### src/rtl/pc_sequencer_if.sv
// Request/response bundle between the fetch control logic and the PC sequencer.
interface pc_sequencer_if #(
    parameter int ADDR_W = 32
);
    logic              stall_i;
    logic              trap_i;
    logic [1:0]        pc_sel_i;
    logic [ADDR_W-1:0] target_i;
    logic [ADDR_W-1:0] pc_o;
    logic              ras_empty_o;
    logic              ras_full_o;
    logic              ras_ovf_o;
    logic              ras_unf_o;

    modport master (
        output stall_i, trap_i, pc_sel_i, target_i,
        input  pc_o, ras_empty_o, ras_full_o, ras_ovf_o, ras_unf_o
    );

    modport slave (
        input  stall_i, trap_i, pc_sel_i, target_i,
        output pc_o, ras_empty_o, ras_full_o, ras_ovf_o, ras_unf_o
    );
endinterface

### src/rtl/pc_sequencer.sv
// Program-counter sequencer with trap redirect, stall and a circular return-address stack.
module pc_sequencer #(
    parameter int                 ADDR_W     = 32,
    parameter logic [ADDR_W-1:0]  RESET_VEC  = '0,
    parameter logic [ADDR_W-1:0]  TRAP_VEC   = ADDR_W'(32'h0000_0100),
    parameter int                 INST_BYTES = 4,
    parameter int                 RAS_DEPTH  = 4
) (
    input  logic             clk,
    input  logic             rst_n,
    pc_sequencer_if.slave    bus
);
    localparam int ALIGN_W = (INST_BYTES > 1) ? $clog2(INST_BYTES) : 1;
    localparam int PTR_W   = $clog2(RAS_DEPTH);
    localparam int CNT_W   = PTR_W + 1;

    localparam logic [1:0] SEL_SEQ    = 2'b00;
    localparam logic [1:0] SEL_BRANCH = 2'b01;
    localparam logic [1:0] SEL_CALL   = 2'b10;
    localparam logic [1:0] SEL_RET    = 2'b11;

    localparam logic [ADDR_W-1:0] ALIGN_MASK = ~ADDR_W'(INST_BYTES - 1);

    // Sequential successor; natural modulo-2^ADDR_W wrap of the adder.
    function automatic logic [ADDR_W-1:0] next_seq(input logic [ADDR_W-1:0] pc);
        next_seq = pc + ADDR_W'(INST_BYTES);
    endfunction

    function automatic logic [ADDR_W-1:0] align_addr(input logic [ADDR_W-1:0] addr);
        align_addr = addr & ALIGN_MASK;
    endfunction

    logic [ADDR_W-1:0] pc_r;
    logic [ADDR_W-1:0] ras_mem_r [RAS_DEPTH];
    logic [PTR_W-1:0]  top_r;
    logic [CNT_W-1:0]  cnt_r;
    logic              empty_r;
    logic              full_r;
    logic              ovf_r;
    logic              unf_r;

    logic [ADDR_W-1:0] pc_nxt_s;
    logic [ADDR_W-1:0] seq_pc_s;
    logic [ADDR_W-1:0] push_data_s;
    logic [PTR_W-1:0]  top_nxt_s;
    logic [PTR_W-1:0]  top_dec_s;
    logic [CNT_W-1:0]  cnt_nxt_s;
    logic              push_s;
    logic              ovf_set_s;
    logic              unf_set_s;
    logic              ras_full_s;
    logic              ras_nonempty_s;

    assign seq_pc_s       = next_seq(pc_r);
    assign top_dec_s      = top_r - PTR_W'(1);
    assign ras_full_s     = (cnt_r == CNT_W'(RAS_DEPTH));
    assign ras_nonempty_s = (cnt_r != CNT_W'(0));

    // Next-state selection: trap beats stall beats the pc_sel request.
    always_comb begin
        pc_nxt_s    = pc_r;
        top_nxt_s   = top_r;
        cnt_nxt_s   = cnt_r;
        push_s      = 1'b0;
        push_data_s = seq_pc_s;
        ovf_set_s   = 1'b0;
        unf_set_s   = 1'b0;
        if (bus.trap_i) begin
            pc_nxt_s  = TRAP_VEC;
            top_nxt_s = '0;
            cnt_nxt_s = '0;
        end else if (bus.stall_i) begin
            pc_nxt_s = pc_r;
        end else begin
            case (bus.pc_sel_i)
                SEL_SEQ: begin
                    pc_nxt_s = seq_pc_s;
                end
                SEL_BRANCH: begin
                    pc_nxt_s = align_addr(bus.target_i);
                end
                SEL_CALL: begin
                    // top_r is the next free slot; when full it is also the oldest entry.
                    pc_nxt_s  = align_addr(bus.target_i);
                    push_s    = 1'b1;
                    top_nxt_s = top_r + PTR_W'(1);
                    if (ras_full_s) begin
                        ovf_set_s = 1'b1;
                    end else begin
                        cnt_nxt_s = cnt_r + CNT_W'(1);
                    end
                end
                SEL_RET: begin
                    if (ras_nonempty_s) begin
                        pc_nxt_s  = ras_mem_r[top_dec_s];
                        top_nxt_s = top_dec_s;
                        cnt_nxt_s = cnt_r - CNT_W'(1);
                    end else begin
                        pc_nxt_s  = seq_pc_s;
                        unf_set_s = 1'b1;
                    end
                end
                default: begin
                    pc_nxt_s = pc_r;
                end
            endcase
        end
    end

    // Architectural state and registered status flags.
    always_ff @(posedge clk or negedge rst_n) begin
        if (!rst_n) begin
            pc_r    <= RESET_VEC;
            top_r   <= '0;
            cnt_r   <= '0;
            empty_r <= 1'b1;
            full_r  <= 1'b0;
            ovf_r   <= 1'b0;
            unf_r   <= 1'b0;
        end else begin
            pc_r    <= pc_nxt_s;
            top_r   <= top_nxt_s;
            cnt_r   <= cnt_nxt_s;
            empty_r <= (cnt_nxt_s == CNT_W'(0));
            full_r  <= (cnt_nxt_s == CNT_W'(RAS_DEPTH));
            ovf_r   <= ovf_r | ovf_set_s;
            unf_r   <= unf_r | unf_set_s;
        end
    end

    // Return-address storage; contents are only meaningful below the occupancy count.
    always_ff @(posedge clk) begin
        if (push_s) begin
            ras_mem_r[top_r] <= push_data_s;
        end else begin
            ras_mem_r[top_r] <= ras_mem_r[top_r];
        end
    end

    assign bus.pc_o        = pc_r;
    assign bus.ras_empty_o = empty_r;
    assign bus.ras_full_o  = full_r;
    assign bus.ras_ovf_o   = ovf_r;
    assign bus.ras_unf_o   = unf_r;
endmodule
### src/flat_wrapper.sv
// flat-port wrapper written by rule: the top's interface ports become plain ports
module pc_sequencer_flat 
#(
    parameter int                 ADDR_W     = 32,
    parameter logic [ADDR_W-1:0]  RESET_VEC  = '0,
    parameter logic [ADDR_W-1:0]  TRAP_VEC   = ADDR_W'(32'h0000_0100),
    parameter int                 INST_BYTES = 4,
    parameter int                 RAS_DEPTH  = 4
)
  (clk, rst_n, bus_stall_i, bus_trap_i, bus_pc_sel_i, bus_target_i, bus_pc_o, bus_ras_empty_o, bus_ras_full_o, bus_ras_ovf_o, bus_ras_unf_o);
  pc_sequencer_if #(.ADDR_W(ADDR_W)) bus_i ();
  input  logic clk;
  input  logic rst_n;
  input wire logic [$bits(bus_i.stall_i)-1:0] bus_stall_i;
  input wire logic [$bits(bus_i.trap_i)-1:0] bus_trap_i;
  input wire logic [$bits(bus_i.pc_sel_i)-1:0] bus_pc_sel_i;
  input wire logic [$bits(bus_i.target_i)-1:0] bus_target_i;
  output wire logic [$bits(bus_i.pc_o)-1:0] bus_pc_o;
  output wire logic [$bits(bus_i.ras_empty_o)-1:0] bus_ras_empty_o;
  output wire logic [$bits(bus_i.ras_full_o)-1:0] bus_ras_full_o;
  output wire logic [$bits(bus_i.ras_ovf_o)-1:0] bus_ras_ovf_o;
  output wire logic [$bits(bus_i.ras_unf_o)-1:0] bus_ras_unf_o;
  assign bus_i.stall_i = bus_stall_i;
  assign bus_i.trap_i = bus_trap_i;
  assign bus_i.pc_sel_i = bus_pc_sel_i;
  assign bus_i.target_i = bus_target_i;
  assign bus_pc_o = bus_i.pc_o;
  assign bus_ras_empty_o = bus_i.ras_empty_o;
  assign bus_ras_full_o = bus_i.ras_full_o;
  assign bus_ras_ovf_o = bus_i.ras_ovf_o;
  assign bus_ras_unf_o = bus_i.ras_unf_o;
  pc_sequencer #(.ADDR_W(ADDR_W), .RESET_VEC(RESET_VEC), .TRAP_VEC(TRAP_VEC), .INST_BYTES(INST_BYTES), .RAS_DEPTH(RAS_DEPTH)) u_core (.clk(clk), .rst_n(rst_n), .bus(bus_i));
endmodule
### config.mk
export PLATFORM = sky130hd
export DESIGN_NAME = pc_sequencer_flat
export DESIGN_NICKNAME = d
export VERILOG_FILES = /design/src/rtl/pc_sequencer_if.sv /design/src/rtl/pc_sequencer.sv /design/src/flat_wrapper.sv
export SDC_FILE = /design/constraint.sdc
export NUM_CORES = 1
export LEC_CHECK = 0
export ABC_AREA = 1
export BUFFER_PORTS_ARGS = -buffer_cell sky130_fd_sc_hd__buf_4
export CELL_PAD_IN_SITES_DETAIL_PLACEMENT = 0
export CELL_PAD_IN_SITES_GLOBAL_PLACEMENT = 1
export CORE_MARGIN = 5
export CORE_UTILIZATION = 41
export DETAILED_ROUTE_END_ITERATION = 10
export PLACE_DENSITY_LB_ADDON = 0.1
export SLEW_MARGIN = 10
export SYNTH_ARGS = -nofsm -noshare
export SYNTH_HDL_FRONTEND = slang
export SYNTH_SLANG_ARGS = --single-unit
### constraint.sdc
create_clock -name clk -period 3 [get_ports clk]
set_input_delay 0.15 -clock clk [delete_from_list [all_inputs] [get_ports clk]]
set_output_delay 0.15 -clock clk [all_outputs]
set_load 0.1 [all_outputs]
==> summary.txt <==
most common cell after layout, fill and taps aside: nand2_1
Routed WL: 23.2 mm
syn_area_per_cell: 8.85 µm²
die area: 23600 µm²
Final Util: 49.0%
routed vias: 6417
Clk pin slew, worst setup/hold paths: 0.07 ns
largest delay contributor family on the critical path: simple AND/OR/NAND/NOR gates
Worst Tran Pin Value: 0.709 ns
layout cells sized above 1: 14.9%
gr usage total: 19.7%
Worst R2R Path Depth: 9
Rel. slew slack: 52.7%
Max Cap Viol: 0
Vias/cell: 4.91
period utilisation layout: 74.9%
Power Density: 612 nW/µm²
Seq pwr share: 43.7%
Switching Share: 31.3%
f_max: 0.445 GHz
Min-Delay Endpoint: u_core.bus.pc_o[17]
RSZ-0062 raised after global routing: no
Period minus WS final: 2.25 ns
worst r2r dst: u_core.bus.pc_o[15]
slowest stage delay, CP: 0.46 ns
Final ANT Viol Nets: 0
DRC: 0
Hold Startpoint: bus_target_i[17]
Die Ht: 154 µm
Final TNS setup: 0 ns
Fin. Hold Viols: 0
Combinational Power Share: 19.1%
crit path DAT: 2.61 ns
#FFs+latches synth: 169
Rows: 52
crit path launch type: flop
IO Pins: 74
drt pass-1 iters: 5
first-pass GRT wire length: 35.1 mm
diode count: 0
Post-DP HPWL: 16.0 mm
CORE AREA: 20200 µm²
Sink Count: 169
RR Startpoint: u_core.cnt_r[1]
reg-to-reg slack, setup: 0.75 ns
total gr overflow: 0
# setup viols final: 0
worst vdd ir: 0.000376 V
Max Slew Vio Count: 0
WHS Path Cells: 5
Clock Tree Root: clkbuf_16
Iter 0 DRT Violations: 460
Final #Nets: 1073
Clk pwr share: 37.1%
commonest cells after routing, fill and taps aside: 368 x nand2_1, 128 x edfxtp_1, 114 x nand3_1
drt wl/cell: 17.7 µm
leakage power: 4.23 nW
Internal: 4.17 mW
Crit Path Max Fanout: 26
syn_nets: 1003
Final Skew: 0.0151 ns
cell breakdown of the critical path: inv_1, ha_1, nand2_2, nand2_2, inv_2, nand3_1, a21oi_1, o21ai_1, nand2_1
slowest CP cell: inv_2
critical path class: reg -> reg
TritonCTS Buffers: 17
cell mode on critical path: nand2_2
PortBufs: 71
initial antenna violation count: 0
Seq/Total Area, Yosys: 57.7%
Crit. End Element: flop
WP data required: 3.36 ns
GPL Wtd Cong: 0.830
largest net degree at the start of global routing: 65
initial core utilization: 41.7%
number of global-route vias before repair: 6024
Hold Path Class: in -> reg
status: completed
area delta synth->final: 17.5%
worst path bufs/invs: 2
H-tree depth: 4
Distinct cells, synth: 37
Synth warnings: 0
Die W: 154 µm
CTS tree: done
Longest Clk Path Bufs: 2
Post-Synthesis Cells: 954
Mapped Area: 8450 µm²
clock latency on the worst-skew pair: 0.43 ns
Sw Pwr: 1.90 mW
logic make-up after synthesis:
| logic type | after synthesis | share of synthesized area, % |
|---|---|---|
| adders and majority gates | 11 | 1.63 |
| AOI/OAI and AO/OA | 74 | 5.08 |
| buffers and inverters | 109 | 5.50 |
| DFF | 169 | 57.7 |
| and+or+nand+nor | 583 | 29.2 |
| xor gates and xnor gates | 8 | 0.919 |
layer usage:
| layer | part of all wire [%] | GRT usage, % | up-vias | wire length, µm |
|---|---|---|---|---|
| met2 | 46 | 30.6 | 135 | 10700 |
| met4 | 0.78 | 3.91 | 0 | 181 |
| met3 | 3.6 | 3.01 | 15 | 832 |
| met5 | 0 | 0 | - | 0 |
| met1 | 50 | 29.7 | 2985 | 11500 |
| li1 | - | - | 3282 | - |
power groups by stage:
stage	logic, mW	registers [mW]	clock network (mW)
after global routing	1.26	2.66	2.40
after global placement	1.16	2.70	0
after CTS	1.17	2.65	2.30
final	1.16	2.66	2.26
after floorplan	0.584	2.92	0
after detailed placement	1.17	2.70	0
per-stage QoR:
step	cell area [µm²]	instances	setup WS, ns	hold WS, ns	power, mW
floorplan	8450	954	0.186	-0.146	3.50
global placement	9310	1274	0.794	0.207	3.86
detailed placement	9310	1274	0.786	0.214	3.87
CTS	9920	1307	0.754	0.0300	6.12
global route	9920	1307	0.571	0.0916	6.32
finish	9920	1307	0.752	0.0499	6.07
layout make-up:
cell class / count / area [µm²]
Timing Repair Buffer: 90 / 703
Multi-Input combinational cell: 676 / 3140
Clock buffer: 18 / 429
Sequential cell: 169 / 4870
Tap cell: 270 / 338
Inverter: 70 / 263
Fill cell: 1961 / 10300
Clock inverter: 14 / 179
sequential cells by signal (all words and copies together) (netlist names):
signal and count:
u_core.bus.pc_o 32, u_core.bus.ras_empty_o 1, u_core.bus.ras_full_o 1, u_core.bus.ras_ovf_o 1
u_core.bus.ras_unf_o 1, u_core.cnt_r 3, u_core.ras_mem_r 128, u_core.top_r 2
worst reg2reg max path, stage by stage (launching register included):
cell and delay [ns]:
dfrtp_1 0.40, inv_1 0.07, ha_1 0.23, nand2_2 0.16
nand2_2 0.12, inv_2 0.46, nand3_1 0.37, a21oi_1 0.22
o21ai_1 0.08, nand2_1 0.07
Yosys cell counts (all sizes together):
master | count | area share (%)
a21oi | 23 | 1.4
a22o | 2 | 0.21
a22oi | 2 | 0.18
a31oi | 1 | 0.074
and2 | 13 | 0.96
buf | 28 | 1.9
clkbuf | 11 | 0.49
clkinv | 3 | 0.13
dfrtp | 40 | 12
dfstp | 1 | 0.31
edfxtp | 128 | 46
ha | 11 | 1.6
inv | 67 | 3.0
nand2 | 376 | 17
nand3 | 114 | 6.8
nand3b | 1 | 0.089
nand4 | 3 | 0.22
nor2 | 73 | 3.9
nor3 | 1 | 0.059
o211ai | 7 | 0.62
o21ai | 27 | 1.6
o21bai | 7 | 0.62
o22ai | 5 | 0.37
or2 | 2 | 0.15
xnor2 | 6 | 0.71
xor2 | 2 | 0.21
how the worst max path moves through the flow:
stage | startpoint | endpoint | slack (ns) | cells past startpoint
global placement | u_core.cnt_r[1] | u_core.bus.pc_o[15] | 0.79 | 9
CTS | u_core.cnt_r[1] | u_core.bus.pc_o[15] | 0.75 | 9
detailed placement | u_core.cnt_r[1] | u_core.bus.pc_o[15] | 0.79 | 9
finish | u_core.cnt_r[1] | u_core.bus.pc_o[15] | 0.75 | 9
floorplan | u_core.top_r[0] | u_core.ras_mem_r[0][0] | 0.19 | 6
global route | u_core.cnt_r[0] | u_core.bus.pc_o[15] | 0.57 | 9
repair_timing:
| item | in CTS | in global routing |
|---|---|---|
| buffers inserted | 0 | 0 |
| hold endpoints to repair | 40 | 0 |
| gates resized for setup | 0 | 0 |
| hold buffers | 1 | 0 |
Power figures use the tool's default switching activity.
